**src/rtl/fp_scoreboard.sv**
```systemverilog
// rtl/fp_scoreboard.sv - decode-stage scoreboard for the fixed-latency FP execute path
module fp_scoreboard #(
    parameter int NREGS  = 32,
    parameter int LAT_W  = 3,
    parameter int FP_LAT = 4
) (
    input  logic             clk,
    input  logic             reset,
    input  logic [4:0]       Rs1D,
    input  logic [4:0]       Rs2D,
    input  logic [4:0]       RdD,
    input  logic             IssueFpD,
    input  logic             ExtStallD,
    input  logic             FlushE,
    output logic             FpStallD,
    output logic [NREGS-1:0] BusyMask,
    output logic             FpWbValid,
    output logic [4:0]       FpWbRd,
    output logic             Idle
);

    // One down-counter per register; entry 0 is held at zero and never tracked.
    logic [LAT_W-1:0] cnt [NREGS];
    logic [31:0]      busyExt;
    logic             issueFire;

    // Busy vector derived from the counters, widened to the 5-bit register index space.
    always_comb begin
        BusyMask = '0;
        for (int r = 1; r < NREGS; r++) begin
            BusyMask[r] = (cnt[r] != '0);
        end
        busyExt = '0;
        busyExt[NREGS-1:0] = BusyMask;
    end

    // Stall request: RAW on either source, WAW only when an FP op wants to issue.
    // Deliberately independent of ExtStallD/FlushE to avoid a loop through the hazard unit.
    always_comb begin
        FpStallD = busyExt[Rs1D] | busyExt[Rs2D] | (IssueFpD & busyExt[RdD]);
    end

    assign issueFire = IssueFpD & ~FpStallD & ~ExtStallD & ~FlushE & (RdD != 5'd0);
    assign Idle      = (BusyMask == '0);

    // Writeback announcement: the single counter sitting at 1 completes this cycle.
    always_comb begin
        FpWbValid = 1'b0;
        FpWbRd    = 5'd0;
        for (int r = 1; r < NREGS; r++) begin
            if (cnt[r] == LAT_W'(1)) begin
                FpWbValid = 1'b1;
                FpWbRd    = 5'(r);
            end
        end
    end

    // Counter update: load on issue, otherwise free-running decrement (the FP pipe never stalls).
    always_ff @(posedge clk) begin
        if (reset) begin
            for (int r = 0; r < NREGS; r++) begin
                cnt[r] <= '0;
            end
        end else begin
            cnt[0] <= '0;
            for (int r = 1; r < NREGS; r++) begin
                if (issueFire && (RdD == 5'(r))) begin
                    cnt[r] <= LAT_W'(FP_LAT);
                end else if (cnt[r] != '0) begin
                    cnt[r] <= cnt[r] - LAT_W'(1);
                end
            end
        end
    end

endmodule
```
**config.mk**
```make
export PLATFORM = sky130hd
export DESIGN_NAME = fp_scoreboard
export DESIGN_NICKNAME = d
export VERILOG_FILES = /design/src/rtl/fp_scoreboard.sv
export SDC_FILE = /design/constraint.sdc
export NUM_CORES = 1
export LEC_CHECK = 0
export BUFFER_PORTS_ARGS = -buffer_cell sky130_fd_sc_hd__buf_2
export CORE_ASPECT_RATIO = 0.7
export CORE_MARGIN = 5
export CORE_UTILIZATION = 55
export CTS_CLUSTER_SIZE = 40
export DETAILED_ROUTE_END_ITERATION = 16
export PLACE_DENSITY = 0.8
export REMOVE_ABC_BUFFERS = 1
export SLEW_MARGIN = 20
export SYNTH_ARGS = -nofsm -noshare
export SYNTH_HDL_FRONTEND = slang
export SYNTH_SLANG_ARGS = --single-unit
```
**constraint.sdc**
```tcl
create_clock -name clk -period 5.47 [get_ports clk]
set_input_delay 0.2735 -clock clk [delete_from_list [all_inputs] [get_ports clk]]
set_output_delay 0.2735 -clock clk [all_outputs]
set_load 0.01 [all_outputs]
```
==> impl_metrics.json <==
{
  "cts-buffers-inserted": 9,
  "synth-seq-area-share_pct": 37.35,
  "slowest_stage": "o31ai_1",
  "nets": 928,
  "synthFlopType": "edfxtp_1",
  "hold_depth": 3,
  "dieHeight_um": 107.6,
  "largest_reg_flops": 93,
  "io_pins": 60,
  "grt_pass1_vias": 5742,
  "slew-limit-headroom_pct": 24.76,
  "cts_root_buf": "clkbuf_16",
  "synth_cell_type_count": 59,
  "fin_area_mm2": 0.008164,
  "fin_tns_setup_ns": 0,
  "fin_cells": 1005,
  "drive_above_1_share_pct": 15.61,
  "synthCells": 773,
  "yosysTopAreaCellShare_pct": 37.35,
  "reg2reg_depth": 11,
  "port_buffers": 58,
  "cts.sinks": 93,
  "core_mm2": 0.01323,
  "p_leak_nw": 3.320,
  "ir_drop_uv": 353.0,
  "area_growth_pct": 9.187,
  "wl_mm": 19.88,
  "dieArea_mm2": 0.01606,
  "maxSlewViolCount": 0,
  "cts_buffer_depth": 2,
  "wl_per_cell_um": 19.78,
  "post-route-min-period_ns": 4.549,
  "vias_per_cell": 6.189,
  "synth_edf_count": 93,
  "reg.largest.list": "cnt (93)",
  "ys_seq_elements": 93,
  "grt_max_degree": 64,
  "power.density_mw_per_mm2": 593.5,
  "ctsHoldBuffers": 0,
  "finalCritPeriodShare_pct": 83.17,
  "clk_latency_ns": 0.35,
  "diodes": 0,
  "ctsResizeCount": 0,
  "critPathRequiredTime_ns": 5.45,
  "postCtsSetupBuffers": 0,
  "worst-setup-path-type": "reg -> reg",
  "finalHoldViolations": 0,
  "path_max_fanout": 24,
  "status": "complete, no violations",
  "path_delay_family": "compound AO/OA/AOI/OAI gates",
  "fmax_ghz": 0.2198,
  "rows": 35,
  "clkTransAtPathRegs_ns": 0.07,
  "syn_area_per_cell_um2": 9.673,
  "cts_tree": "built",
  "htreeDepth": 3,
  "setup_viol": 0,
  "drtIter0Drc": 893,
  "antenna_found_initial": 0,
  "hold_class": "in -> reg",
  "cap_violations": 0,
  "gp_congestion": 0.9650,
  "drt-pass1-iter-count": 6,
  "crit_arrival_ns": 4.53,
  "async_flop_share_pct": 0,
  "rsz0062_at_grt": "false",
  "crit_chain": "inv_1 -> ha_1 -> nor2b_2 -> inv_2 -> mux4_2 -> mux4_2 -> and2_1 -> a2111oi_4 -> nand3_1 -> buf_4 -> o31ai_1",
  "drc_errors": 0,
  "grt_overflow_total": 0,
  "crit_path_end_kind": "flop",
  "start_util_pct": 56.54,
  "yosys_warnings": 0,
  "synth_area_leader_cell": "edfxtp_1",
  "ant_nets": 0,
  "path_depth": 11,
  "synth_area_mm2": 0.007477,
  "vias": 6220,
  "grtUsageTotal_pct": 25.09,
  "place_hpwl_mm": 15.45,
  "tightest_slew_ns": 1.100,
  "start_kind": "flop",
  "dieWidth_um": 149.4,
  "grt_pass1_wl_mm": 31.27,
  "place_area_mm2": 0.007905,
  "cpMostUsedCell": "mux4_2",
  "skew_ns": 0.009686,
  "cpPeakStageDelay_ns": 0.61,
  "fillers": 1141,
  "regMostFlops": "cnt",
  "critPathBufInv": 3,
  "synthTopCellsByArea": "edfxtp_1 (37%), ha_1 (16%), nor3_1 (5.5%), inv_1 (4.3%), nor2b_1 (3.9%)",
  "place_inst": 989
}
## report_power, final
group / total (mW) / internal, mW / switching (mW)
combinational: 2.80 / 1.07 / 1.73
sequential: 1.48 / 1.24 / 0.234
clock: 0.569 / 0.303 / 0.266
total: 4.85 / 2.62 / 2.23
## cell usage in the layout, fill, tap and decap left out, types with 9 or more instances in the layout
| master | n |
|---|---|
| ha_1 | 93 |
| edfxtp_1 | 93 |
| inv_1 | 85 |
| nor3_1 | 82 |
| buf_2 | 57 |
| nor2_1 | 51 |
| nor2b_1 | 47 |
| mux2i_1 | 28 |
| nand2_1 | 24 |
| nand3_1 | 21 |
| a21oi_1 | 19 |
| a211oi_1 | 18 |
| inv_2 | 17 |
| nand4_1 | 17 |
| nand2b_1 | 16 |
| nor2b_2 | 15 |
| o31ai_1 | 12 |
| mux4_2 | 12 |
| o21ai_0 | 10 |
| clkbuf_16 | 9 |
## final timing paths
path | start | to | slack (ns)
max | cnt[0][48] | cnt[0][80] | 0.92
min | RdD[4] | cnt[0][53] | 0.47
max reg2reg | cnt[0][48] | cnt[0][80] | 0.92
min reg2reg | cnt[0][93] | cnt[0][93] | 0.60
## per-layer routing
layer,track usage (%),wire length (µm),vias to the layer above
li1,-,-,2882
met1,36.94,8615,2905
met2,36.71,8450,385
met3,6.061,2307,48
met4,7.250,507,0
met5,0,0,-
## synthesized netlist by cell type (4+ instances only)
| library cell | instances |
|---|---|
| o21ai_0 | 10 |
| inv_2 | 17 |
| mux2i_1 | 28 |
| ha_1 | 93 |
| clkbuf_1 | 24 |
| nor2_1 | 51 |
| o31ai_1 | 12 |
| nand2b_1 | 16 |
| nor4_1 | 8 |
| nor2b_2 | 15 |
| buf_1 | 4 |
| nand2_1 | 24 |
| nand3_1 | 21 |
| mux4_2 | 12 |
| o22ai_1 | 7 |
| edfxtp_1 | 93 |
| inv_1 | 85 |
| nor2b_1 | 47 |
| a211oi_1 | 18 |
| a21oi_1 | 19 |
| and2_1 | 4 |
| o32ai_1 | 4 |
| nand4_1 | 17 |
| nor3_1 | 82 |
| o311ai_1 | 7 |
| and3_1 | 4 |
## metrics by stage
stage                     hold slack (ns)  setup slack, ns  utilization [%]  power [mW]
after floorplan                    0.4621            1.281                -       3.298
after global placement             0.5849            1.120            59.77       4.130
after detailed placement           0.5915            1.005            59.77       4.224
after CTS                          0.4492            1.003            61.73       4.809
after global routing               0.4648           0.6684            61.73       5.211
final                              0.4650           0.9208            61.73       4.845
## final cells by class
| type | count | area (µm²) | area share, % |
|---|---|---|---|
| multi-input cells | 544 | 4156 | 50.91 |
| well taps | 185 | 231.5 | 2.835 |
| clock buffers | 10 | 229.0 | 2.805 |
| inverters | 103 | 386.6 | 4.736 |
| clock inverters | 6 | 30.03 | 0.3678 |
| repair buffers | 64 | 337.8 | 4.138 |
| flip-flops and latches | 93 | 2793 | 34.21 |
## cell families (layout without fill, tap and decap cells)
group                      after synthesis  in the layout  share of synthesized area (%)
AOI/OAI and AO/OA                      109            109                          10.86
adders and majority gates               93             93                          15.56
buffers and inverters                  136            183                          7.061
DFF                                     93             93                          37.35
muxes                                   40             40                          7.363
other                                    1              1                        0.05015
and+or+nand+nor                        301            301                          21.75
## tightest hold or removal path, stage by stage
cell     delay (ns)
buf_2          0.19
nand3_1        0.11
o32ai_1        0.07
Note: power is estimated with default switching activity, not from simulation.
